**src/rtl/unidade_controle_multiciclo_if.sv**
```systemverilog
// Purpose: bundles the opcode/mem_ready inputs and all datapath control
//          strobes of the multi-cycle MIPS main control unit.
// Modports:
//   master - the control FSM: takes opcode and mem_ready, drives the strobes
//   slave  - the datapath side: drives opcode and mem_ready, takes the strobes
// Signals:
//   opcode[5:0]    IR[31:26], stable from DECODE until the return to FETCH
//   mem_ready      memory access completes this cycle
//   PCWrite, PCWriteCond, branch_ne       PC update controls
//   IorD, MemRead, MemWrite, IRWrite      memory / IR controls
//   MemtoReg, RegDst, RegWrite            register file controls
//   ALUSrcA, ALUSrcB[1:0], ALUOp[1:0]     ALU operand / operation select
//   PCSource[1:0]  next-PC source select
//   illegal_op     one-cycle pulse on an unrecognised opcode in DECODE
//   state[3:0]     current FSM state code (debug)
interface unidade_controle_multiciclo_if;
  logic [5:0] opcode;
  logic       mem_ready;
  logic       PCWrite;
  logic       PCWriteCond;
  logic       branch_ne;
  logic       IorD;
  logic       MemRead;
  logic       MemWrite;
  logic       IRWrite;
  logic       MemtoReg;
  logic       RegDst;
  logic       RegWrite;
  logic       ALUSrcA;
  logic [1:0] ALUSrcB;
  logic [1:0] ALUOp;
  logic [1:0] PCSource;
  logic       illegal_op;
  logic [3:0] state;

  modport master (
    input  opcode, mem_ready,
    output PCWrite, PCWriteCond, branch_ne, IorD, MemRead, MemWrite, IRWrite,
           MemtoReg, RegDst, RegWrite, ALUSrcA, ALUSrcB, ALUOp, PCSource,
           illegal_op, state
  );

  modport slave (
    output opcode, mem_ready,
    input  PCWrite, PCWriteCond, branch_ne, IorD, MemRead, MemWrite, IRWrite,
           MemtoReg, RegDst, RegWrite, ALUSrcA, ALUSrcB, ALUOp, PCSource,
           illegal_op, state
  );
endinterface

```
**src/rtl/unidade_controle_multiciclo.sv**
```systemverilog
// Purpose: multi-cycle MIPS main control FSM. Sequences the shared datapath
//          (single memory, single ALU, IR, ALUOut/MDR) through FETCH, DECODE,
//          EXEC, MEM and WB steps for R-type, LW, SW, BEQ, J and ADDI, with a
//          mem_ready handshake that stalls FETCH, MEMRD and MEMWR.
// Ports:
//   clk  - single clock, rising edge
//   rst  - asynchronous, active-high reset; forces state=FETCH and all
//          control outputs to 0 while asserted
//   bus  - unidade_controle_multiciclo_if.master (opcode, mem_ready in;
//          datapath control strobes, illegal_op, state out)
// Parameters:
//   MEM_WAIT_EN_DEFAULT - 1: honour mem_ready; 0: memory treated as always ready
// Optional feature:
//   CONTROLE_BNE_EN - when defined, opcode 000101 (BNE) branches through
//                     BRANCH with branch_ne=1 instead of PCWriteCond.
// Outputs are Moore-decoded from the state register; the exceptions are
// IRWrite/PCWrite in FETCH (gated by mem_ready) and illegal_op (opcode in DECODE).
module unidade_controle_multiciclo #(
  parameter bit MEM_WAIT_EN_DEFAULT = 1'b1
) (
  input logic clk,
  input logic rst,
  unidade_controle_multiciclo_if.master bus
);

  localparam int unsigned OP_W = 6;

  localparam logic [OP_W-1:0] OP_RTYPE = 6'b000000;
  localparam logic [OP_W-1:0] OP_LW    = 6'b100011;
  localparam logic [OP_W-1:0] OP_SW    = 6'b101011;
  localparam logic [OP_W-1:0] OP_BEQ   = 6'b000100;
  localparam logic [OP_W-1:0] OP_J     = 6'b000010;
  localparam logic [OP_W-1:0] OP_ADDI  = 6'b001000;
`ifdef CONTROLE_BNE_EN
  localparam logic [OP_W-1:0] OP_BNE   = 6'b000101;
`endif

  localparam logic [1:0] SRCB_REG  = 2'b00;
  localparam logic [1:0] SRCB_FOUR = 2'b01;
  localparam logic [1:0] SRCB_IMM  = 2'b10;
  localparam logic [1:0] SRCB_IMM2 = 2'b11;

  localparam logic [1:0] ALU_ADD   = 2'b00;
  localparam logic [1:0] ALU_SUB   = 2'b01;
  localparam logic [1:0] ALU_FUNCT = 2'b10;

  localparam logic [1:0] PCS_ALU    = 2'b00;
  localparam logic [1:0] PCS_ALUOUT = 2'b01;
  localparam logic [1:0] PCS_JUMP   = 2'b10;

  typedef enum logic [3:0] {
    FETCH  = 4'd0,
    DECODE = 4'd1,
    MEMADR = 4'd2,
    MEMRD  = 4'd3,
    MEMWB  = 4'd4,
    MEMWR  = 4'd5,
    EXEC   = 4'd6,
    ALUWB  = 4'd7,
    BRANCH = 4'd8,
    ADDIEX = 4'd9,
    ADDIWB = 4'd10,
    JUMP   = 4'd11
  } state_t;

  state_t state_q;
  state_t state_d;

  logic       ready;
  logic       pc_write;
  logic       pc_write_cond;
  logic       br_ne;
  logic       i_or_d;
  logic       mem_read;
  logic       mem_write;
  logic       ir_write;
  logic       mem_to_reg;
  logic       reg_dst;
  logic       reg_write;
  logic       alu_src_a;
  logic [1:0] alu_src_b;
  logic [1:0] alu_op;
  logic [1:0] pc_source;
  logic       illegal;

  // Memory handshake, optionally bypassed for zero-wait memories
  assign ready = MEM_WAIT_EN_DEFAULT ? bus.mem_ready : 1'b1;

  // State register
  always_ff @(posedge clk or posedge rst) begin
    if (rst) begin
      state_q <= FETCH;
    end else begin
      state_q <= state_d;
    end
  end

  // Next-state and output decode
  always_comb begin
    state_d       = FETCH;
    pc_write      = 1'b0;
    pc_write_cond = 1'b0;
    br_ne         = 1'b0;
    i_or_d        = 1'b0;
    mem_read      = 1'b0;
    mem_write     = 1'b0;
    ir_write      = 1'b0;
    mem_to_reg    = 1'b0;
    reg_dst       = 1'b0;
    reg_write     = 1'b0;
    alu_src_a     = 1'b0;
    alu_src_b     = SRCB_REG;
    alu_op        = ALU_ADD;
    pc_source     = PCS_ALU;
    illegal       = 1'b0;

    case (state_q)
      FETCH: begin
        // PC+4 is computed every cycle but only committed with the IR load
        mem_read  = 1'b1;
        alu_src_b = SRCB_FOUR;
        ir_write  = ready;
        pc_write  = ready;
        state_d   = ready ? DECODE : FETCH;
      end
      DECODE: begin
        // Speculative branch target into ALUOut
        alu_src_b = SRCB_IMM2;
        case (bus.opcode)
          OP_RTYPE:      state_d = EXEC;
          OP_LW, OP_SW:  state_d = MEMADR;
          OP_BEQ:        state_d = BRANCH;
          OP_J:          state_d = JUMP;
          OP_ADDI:       state_d = ADDIEX;
`ifdef CONTROLE_BNE_EN
          OP_BNE:        state_d = BRANCH;
`endif
          default: begin
            illegal = 1'b1;
            state_d = FETCH;
          end
        endcase
      end
      MEMADR: begin
        alu_src_a = 1'b1;
        alu_src_b = SRCB_IMM;
        state_d   = (bus.opcode == OP_LW) ? MEMRD : MEMWR;
      end
      MEMRD: begin
        mem_read = 1'b1;
        i_or_d   = 1'b1;
        state_d  = ready ? MEMWB : MEMRD;
      end
      MEMWB: begin
        reg_write  = 1'b1;
        mem_to_reg = 1'b1;
        state_d    = FETCH;
      end
      MEMWR: begin
        // Write strobe held for the whole wait so slow memory sees a stable request
        mem_write = 1'b1;
        i_or_d    = 1'b1;
        state_d   = ready ? FETCH : MEMWR;
      end
      EXEC: begin
        alu_src_a = 1'b1;
        alu_op    = ALU_FUNCT;
        state_d   = ALUWB;
      end
      ALUWB: begin
        reg_write = 1'b1;
        reg_dst   = 1'b1;
        state_d   = FETCH;
      end
      BRANCH: begin
        alu_src_a = 1'b1;
        alu_op    = ALU_SUB;
        pc_source = PCS_ALUOUT;
`ifdef CONTROLE_BNE_EN
        if (bus.opcode == OP_BNE) begin
          br_ne = 1'b1;
        end else begin
          pc_write_cond = 1'b1;
        end
`else
        pc_write_cond = 1'b1;
`endif
        state_d = FETCH;
      end
      ADDIEX: begin
        alu_src_a = 1'b1;
        alu_src_b = SRCB_IMM;
        state_d   = ADDIWB;
      end
      ADDIWB: begin
        reg_write = 1'b1;
        state_d   = FETCH;
      end
      JUMP: begin
        pc_write  = 1'b1;
        pc_source = PCS_JUMP;
        state_d   = FETCH;
      end
      default: begin
        state_d = FETCH;
      end
    endcase

    // Reset silences the datapath immediately, even mid-instruction
    if (rst) begin
      pc_write      = 1'b0;
      pc_write_cond = 1'b0;
      br_ne         = 1'b0;
      i_or_d        = 1'b0;
      mem_read      = 1'b0;
      mem_write     = 1'b0;
      ir_write      = 1'b0;
      mem_to_reg    = 1'b0;
      reg_dst       = 1'b0;
      reg_write     = 1'b0;
      alu_src_a     = 1'b0;
      alu_src_b     = SRCB_REG;
      alu_op        = ALU_ADD;
      pc_source     = PCS_ALU;
      illegal       = 1'b0;
    end
  end

  assign bus.PCWrite     = pc_write;
  assign bus.PCWriteCond = pc_write_cond;
  assign bus.branch_ne   = br_ne;
  assign bus.IorD        = i_or_d;
  assign bus.MemRead     = mem_read;
  assign bus.MemWrite    = mem_write;
  assign bus.IRWrite     = ir_write;
  assign bus.MemtoReg    = mem_to_reg;
  assign bus.RegDst      = reg_dst;
  assign bus.RegWrite    = reg_write;
  assign bus.ALUSrcA     = alu_src_a;
  assign bus.ALUSrcB     = alu_src_b;
  assign bus.ALUOp       = alu_op;
  assign bus.PCSource    = pc_source;
  assign bus.illegal_op  = illegal;
  assign bus.state       = 4'(state_q);

endmodule

```
**src/flat_wrapper.sv**
```systemverilog
// flat-port wrapper written by rule: the top's interface ports become plain ports
module unidade_controle_multiciclo_flat 
#(
  parameter bit MEM_WAIT_EN_DEFAULT = 1'b1
)
  (clk, rst, bus_opcode, bus_mem_ready, bus_PCWrite, bus_PCWriteCond, bus_branch_ne, bus_IorD, bus_MemRead, bus_MemWrite, bus_IRWrite, bus_MemtoReg, bus_RegDst, bus_RegWrite, bus_ALUSrcA, bus_ALUSrcB, bus_ALUOp, bus_PCSource, bus_illegal_op, bus_state);
  unidade_controle_multiciclo_if bus_i ();
  input logic clk;
  input logic rst;
  input wire logic [$bits(bus_i.opcode)-1:0] bus_opcode;
  input wire logic [$bits(bus_i.mem_ready)-1:0] bus_mem_ready;
  output wire logic [$bits(bus_i.PCWrite)-1:0] bus_PCWrite;
  output wire logic [$bits(bus_i.PCWriteCond)-1:0] bus_PCWriteCond;
  output wire logic [$bits(bus_i.branch_ne)-1:0] bus_branch_ne;
  output wire logic [$bits(bus_i.IorD)-1:0] bus_IorD;
  output wire logic [$bits(bus_i.MemRead)-1:0] bus_MemRead;
  output wire logic [$bits(bus_i.MemWrite)-1:0] bus_MemWrite;
  output wire logic [$bits(bus_i.IRWrite)-1:0] bus_IRWrite;
  output wire logic [$bits(bus_i.MemtoReg)-1:0] bus_MemtoReg;
  output wire logic [$bits(bus_i.RegDst)-1:0] bus_RegDst;
  output wire logic [$bits(bus_i.RegWrite)-1:0] bus_RegWrite;
  output wire logic [$bits(bus_i.ALUSrcA)-1:0] bus_ALUSrcA;
  output wire logic [$bits(bus_i.ALUSrcB)-1:0] bus_ALUSrcB;
  output wire logic [$bits(bus_i.ALUOp)-1:0] bus_ALUOp;
  output wire logic [$bits(bus_i.PCSource)-1:0] bus_PCSource;
  output wire logic [$bits(bus_i.illegal_op)-1:0] bus_illegal_op;
  output wire logic [$bits(bus_i.state)-1:0] bus_state;
  assign bus_i.opcode = bus_opcode;
  assign bus_i.mem_ready = bus_mem_ready;
  assign bus_PCWrite = bus_i.PCWrite;
  assign bus_PCWriteCond = bus_i.PCWriteCond;
  assign bus_branch_ne = bus_i.branch_ne;
  assign bus_IorD = bus_i.IorD;
  assign bus_MemRead = bus_i.MemRead;
  assign bus_MemWrite = bus_i.MemWrite;
  assign bus_IRWrite = bus_i.IRWrite;
  assign bus_MemtoReg = bus_i.MemtoReg;
  assign bus_RegDst = bus_i.RegDst;
  assign bus_RegWrite = bus_i.RegWrite;
  assign bus_ALUSrcA = bus_i.ALUSrcA;
  assign bus_ALUSrcB = bus_i.ALUSrcB;
  assign bus_ALUOp = bus_i.ALUOp;
  assign bus_PCSource = bus_i.PCSource;
  assign bus_illegal_op = bus_i.illegal_op;
  assign bus_state = bus_i.state;
  unidade_controle_multiciclo #(.MEM_WAIT_EN_DEFAULT(MEM_WAIT_EN_DEFAULT)) u_core (.clk(clk), .rst(rst), .bus(bus_i));
endmodule
```
**config.mk**
```make
export PLATFORM = sky130hd
export DESIGN_NAME = unidade_controle_multiciclo_flat
export DESIGN_NICKNAME = d
export VERILOG_FILES = /design/src/rtl/unidade_controle_multiciclo_if.sv /design/src/rtl/unidade_controle_multiciclo.sv /design/src/flat_wrapper.sv
export SDC_FILE = /design/constraint.sdc
export NUM_CORES = 1
export LEC_CHECK = 0
export CAP_MARGIN = 5
export CORE_MARGIN = 8
export CORE_UTILIZATION = 34
export DETAILED_ROUTE_END_ITERATION = 16
export GPL_TIMING_DRIVEN = 0
export PLACE_DENSITY = 0.85
export SLEW_MARGIN = 15
export SYNTH_ARGS = -nofsm -noshare
export SYNTH_HDL_FRONTEND = slang
export SYNTH_SLANG_ARGS = --single-unit
```
**constraint.sdc**
```tcl
create_clock -name clk -period 1.3 [get_ports clk]
set_input_delay 0.26 -clock clk [delete_from_list [all_inputs] [get_ports clk]]
set_output_delay 0.26 -clock clk [all_outputs]
set_load 0.02 [all_outputs]
```
======== Word-level counts from Yosys, hierarchy flattened ========
Cells that the tools add are included.
Widths: inputs -> output; s select.
storage, ports and cells
  bits in registers ....................... 4
  word-level logic and storage cells ...... 61
  input bits .............................. 9
operators by class
  reduce and logical (&&, ||, !) cells .... 9
  equal/unequal tests ..................... 16
  multiplexer cells ....................... 35
operator list
  operator            number
  $pmux 4 s7          1
  $mux 1              23
  $pmux 4 s5          1
  $eq 4x3->1 const B  4
  $eq 4x4->1 const B  4
  $eq 6x6->1 const B  2
  $mux 3              3
  $eq 4x2->1 const B  2
  $pmux 2 s2          2
  $reduce_or 2->1     4
  $eq 6x2->1 const B  1
  $eq 6x3->1 const B  1
  $eq 6x4->1 const B  1
  $logic_not 6->1     1
  $mux 2              3
  $pmux 2 s3          1
  $reduce_or 6->1     1
  $eq 4x1->1 const B  1
  $logic_not 4->1     1
  $reduce_or 4->1     1
  $reduce_or 3->1     1
  $pmux 1 s2          1

======== Longest topological paths before layout ========
  depth after elaboration ................. 5
  gate-level depth with buffers ........... 6
  mapped depth without buffers ............ 4

======== Worst setup path after synthesis ========
No wires, ideal clock.
  kind .................................... reg2out
  start ................................... register u_core.state_q[1], in the netlist u_core.bus.state[1]
  end ..................................... output bus_PCSource[0]
  buffers on the path ..................... 3
  path slack .............................. -0.829 ns
  arrival ................................. 1.869 ns
  stages on the path, launching flop included .. 5
  required time ........................... 1.040 ns
  cell sequence ........................... dfrtp_1 -> clkbuf_2 -> buf_2 -> nor4_1 -> buf_4
on the way
  word-level cells in the longest chain between the ends .. 3
  elaborated cells between the ends (all ways) .. 4
  those cells by class .................... eq/ne (2); mux (2)
ends and longest elaborated chain
  item                      line                                text
  start: declaration        unidade_controle_multiciclo.sv:66   state_t state_q;
  start signal: assignment  unidade_controle_multiciclo.sv:94   state_q <= state_d;
  $eq 4x4->1                unidade_controle_multiciclo.sv:117  case (state_q)
  $pmux 2 s2 *              unidade_controle_multiciclo.sv:117
  $mux 2 *                  unidade_controle_multiciclo.sv:210  if (rst) begin
  end: declaration          flat_wrapper.sv:25                  output wire logic [$bits(bus_i.PCSource)-1:0] bus_PCSource;
Mark *: on every way between the ends. The rest lies on a longest branch, timed or not.

======== Final worst setup path ========
  start ................................... register u_core.state_q[1], in the netlist u_core.bus.state[1]
  end ..................................... output bus_RegWrite
on the way
  word-level cells in the longest chain between the ends .. 4
  elaborated cells between the ends (all ways) .. 6
  those cells by class .................... eq/ne (3); mux (2); reduce/logical (1)
ends and longest elaborated chain
  item                                             line                                text
  $eq 4x3->1 / $eq 4x4->1 (equally long branches)  unidade_controle_multiciclo.sv:117
  $reduce_or 3->1 (no line) *                      -
  $mux 1 *                                         unidade_controle_multiciclo.sv:117
  $mux 1 *                                         unidade_controle_multiciclo.sv:210
  end: declaration                                 flat_wrapper.sv:21                  output wire logic [$bits(bus_i.RegWrite)-1:0] bus_RegWrite;
Marked as above.

==> flow_metrics.env <==
export IMPL_antenna_left=0
export IMPL_yosysUniqueCellTypes=39
export IMPL_drive_above_1_share_pct=70.6
export IMPL_area_growth_pct=134
export IMPL_postPlaceCellArea_sq_um=1050
export IMPL_crit_buf_inv=4
export IMPL_clockBufferDepth=2
export IMPL_fin_area_sq_um=1340
export IMPL_synth_seq_cells=4
export IMPL_cts_sinks=4
export IMPL_die_h_um=57.1
export IMPL_final_cell_mix="19 x buf_6, 15 x buf_4, 8 x nor2_1"
export IMPL_grt_max_degree=11
export IMPL_path_clk_slew_ns=0.05
export IMPL_detail_route_iter0_violations=21
export IMPL_synth_top_area_cell="dfrtp_1"
export IMPL_io_buffers=27
export IMPL_antenna_found_initial=0
export IMPL_cts_tree="done"
export IMPL_ys_seq_area_share_pct=17.5
export IMPL_setup_viol=20
export IMPL_avgViaCountPerCell=5.88
export IMPL_arrival_ns=1.49
export IMPL_core_area_sq_um=1650
export IMPL_start_util_pct=34.7
export IMPL_crit_slowest_cell="dfrtp_2"
export IMPL_slew_violations=0
export IMPL_final_nets=137
export IMPL_synth_area_sq_um=573
export IMPL_cts_buffers=3
export IMPL_wl_um=2850
export IMPL_r2r_start="u_core.bus.state[1]$_DFF_PP0_"
export IMPL_post_route_period_util_pct=135
export IMPL_worstReg2RegEnd="u_core.bus.state[2]$_DFF_PP0_"
export IMPL_finalCriticalPeriod_ns=1.75
export IMPL_critPathMostFrequentCell="buf_4"
export IMPL_antennaDiodeCount=0
export IMPL_fin_skew_ns=0.0150
export IMPL_ctsHtreeMaxLevel=1
export IMPL_design_portCount=31
export IMPL_clk_latency_ns=0.26
export IMPL_largest_reg_flops=4
export IMPL_max_vdd_ir_drop_mv=0.673
export IMPL_drc_errors=0
export IMPL_final_common_cell="buf_6"
export IMPL_avgSynthCellArea_sq_um=7.16
export IMPL_ys_warn_count=0
export IMPL_path_cells="clkbuf_16 > buf_16 > buf_4 > a32oi_1 > nor2_1 > buf_4"
export IMPL_status="finished, violations left"
export IMPL_start_kind="register"
export IMPL_fillCellCount=99
export IMPL_gp_congestion=0.910
export IMPL_hold_violations=0
export IMPL_r2r_cells=5
export IMPL_clockRootBuffer="clkbuf_4"
export IMPL_critPathMaxStageDelay_ns=0.41
export IMPL_critPathLaunch="u_core.bus.state[1]$_DFF_PP0_"
export IMPL_r2r_setup_slack_ns=-0.17
export IMPL_yosysTopAreaCellShare_pct=17.5
export IMPL_path_class="reg2out"
export IMPL_cp_data_required_time_ns=1.04
export IMPL_violations="negative setup slack"
export IMPL_via_count=841
export IMPL_grt_pass1_wl_um=4050
export IMPL_placedCellCount=124
export IMPL_die_width_um=57.1
export IMPL_syn_instance_count=80
export IMPL_path_max_fanout=8
export IMPL_crit_end="bus_RegWrite"
export IMPL_dieArea_sq_um=3260
export IMPL_path_depth=6
export IMPL_wl_per_cell_um=19.9
export IMPL_rsz0062_at_grt="yes"
export IMPL_cts_hold_buf=0
export IMPL_endpoint_kind="output port"
export IMPL_hpwl_um=1630
export IMPL_crit_family="buffers and inverters"
export IMPL_max_cap_violations=0
export IMPL_hold_class="in2async"
export IMPL_grt_usage_pct=15.5
export IMPL_dr_pass1_iters=4
export IMPL_synth_fp_nets=89
export IMPL_rows=15
export IMPL_p_per_area_nw_per_um2=829
export IMPL_leakage_nw=0.548
export IMPL_layout_cells_non_filler=143
export IMPL_grt_pass1_vias=814
export IMPL_synth_area_leaders="dfrtp_1 17%, nor2_1 8.5%, nor3_1 5.2%"
export IMPL_grt_overflow=0
export IMPL_fin_ws_ns=-0.453
export IMPL_clock_fmax_mhz=571
==> power by group <==
part	total, W	switching, W	leakage (nW)	internal (W)
Clock	0.000174	0.0000694	0.0138	0.000105
Sequential	0.000164	0.0000211	0.0479	0.000143
Combinational	0.000776	0.000416	0.487	0.000360
Total	0.00111	0.000507	0.548	0.000607
==> worst reg2reg max path: cells and delay by family (launching register included) <==
kind | cells | cell delay (ns)
buffers and inverters | 1 | 0.17
flip-flops | 1 | 0.41
AO/OA/AOI/OAI | 2 | 0.34
AND/OR/NAND/NOR | 2 | 0.44
==> synth_stat cells <==
cell type	number
a221oi_1	1
a311oi_1	1
a31oi_1	1
a32oi_1	2
a41o_1	1
and3_1	2
buf_2	5
buf_4	2
buf_6	1
clkbuf_1	1
clkbuf_2	1
conb_1	1
dfrtp_1	4
inv_1	3
mux2_2	1
nand2_1	3
nand2b_1	2
nand2b_4	1
nand3_1	2
nand3b_1	1
nand4_1	1
nand4_2	1
nor2_1	13
nor2_4	1
nor2b_1	1
nor3_1	6
nor3b_1	1
nor4_1	4
o2111ai_1	2
o21ai_0	4
o21ai_2	1
o221ai_1	1
o22a_1	1
o22ai_1	1
o41a_1	1
or2_1	1
or2_2	1
xnor2_1	2
xor2_1	1
==> worst min-delay path by stage <==
stage,start,to,depth (start not counted)
4_1_cts,rst,u_core.bus.state[0]$_DFF_PP0_,2
3_3_place_gp,rst,u_core.bus.state[0]$_DFF_PP0_,2
2_1_floorplan,rst,u_core.bus.state[0]$_DFF_PP0_,2
5_1_grt,rst,u_core.bus.state[3]$_DFF_PP0_,2
6_report,rst,u_core.bus.state[3]$_DFF_PP0_,2
3_5_place_dp,rst,u_core.bus.state[0]$_DFF_PP0_,2
==> logic make-up after synthesis <==
kind of cell           count (synthesis)  share of synthesized area [%]
XOR/XNOR                               3                           4.59
AND/OR/NAND/NOR                       41                           39.7
multiplexers                           1                           1.96
other                                  1                          0.654
buffers and inverters                 13                           12.4
AO/OA/AOI/OAI                         17                           23.1
flip-flops                             4                           17.5
==> area by class of cell <==
cell class / instances / area [sq um] / share of cell area [%]
timing repair buffer: 43 / 427 / 31.8
inverter: 3 / 22.5 / 1.68
tap: 17 / 21.3 / 1.58
sequential: 4 / 105 / 7.82
clock buffer: 3 / 22.5 / 1.68
buffer: 10 / 116 / 8.66
multi-input combinational: 63 / 629 / 46.8
==> routing by layer <==
metal,vias up,share of wire (%),track usage (%),wire (um)
li1,392,-,-,-
met1,378,37,16.2,1050
met2,56,51,25.0,1450
met3,15,7.3,5.54,208
met4,0,4.8,11.4,136
met5,-,0,0,0
==> per-stage QoR <==
| step | hold WS [ns] | util [%] | setup WS, ns | power [W] | TNS [ns] |
|---|---|---|---|---|---|
| final | 0.0793 | 81.4 | -0.453 | 0.00111 | -6.51 |
| after detailed placement | 0.335 | 63.4 | -0.905 | 0.000741 | -11.65 |
| after CTS | 0.0807 | 74.4 | -0.437 | 0.00100 | -5.94 |
| after floorplan | 0.289 | - | -0.318 | 0.000552 | -1.97 |
| after global placement | 0.325 | 63.4 | -0.885 | 0.000729 | -11.04 |
| after global routing | 0.106 | 81.4 | -0.493 | 0.00116 | -7.30 |
==> repair_timing <==
| action | CTS | global route |
|---|---|---|
| endpoints found under the setup margin | 24 | 22 |
| buffers inserted | 11 | 6 |
| cloned | 1 | 0 |
| resized for setup | 119 | 24 |
| pin swaps | 8 | 8 |
(Power assumes the default switching activity.)
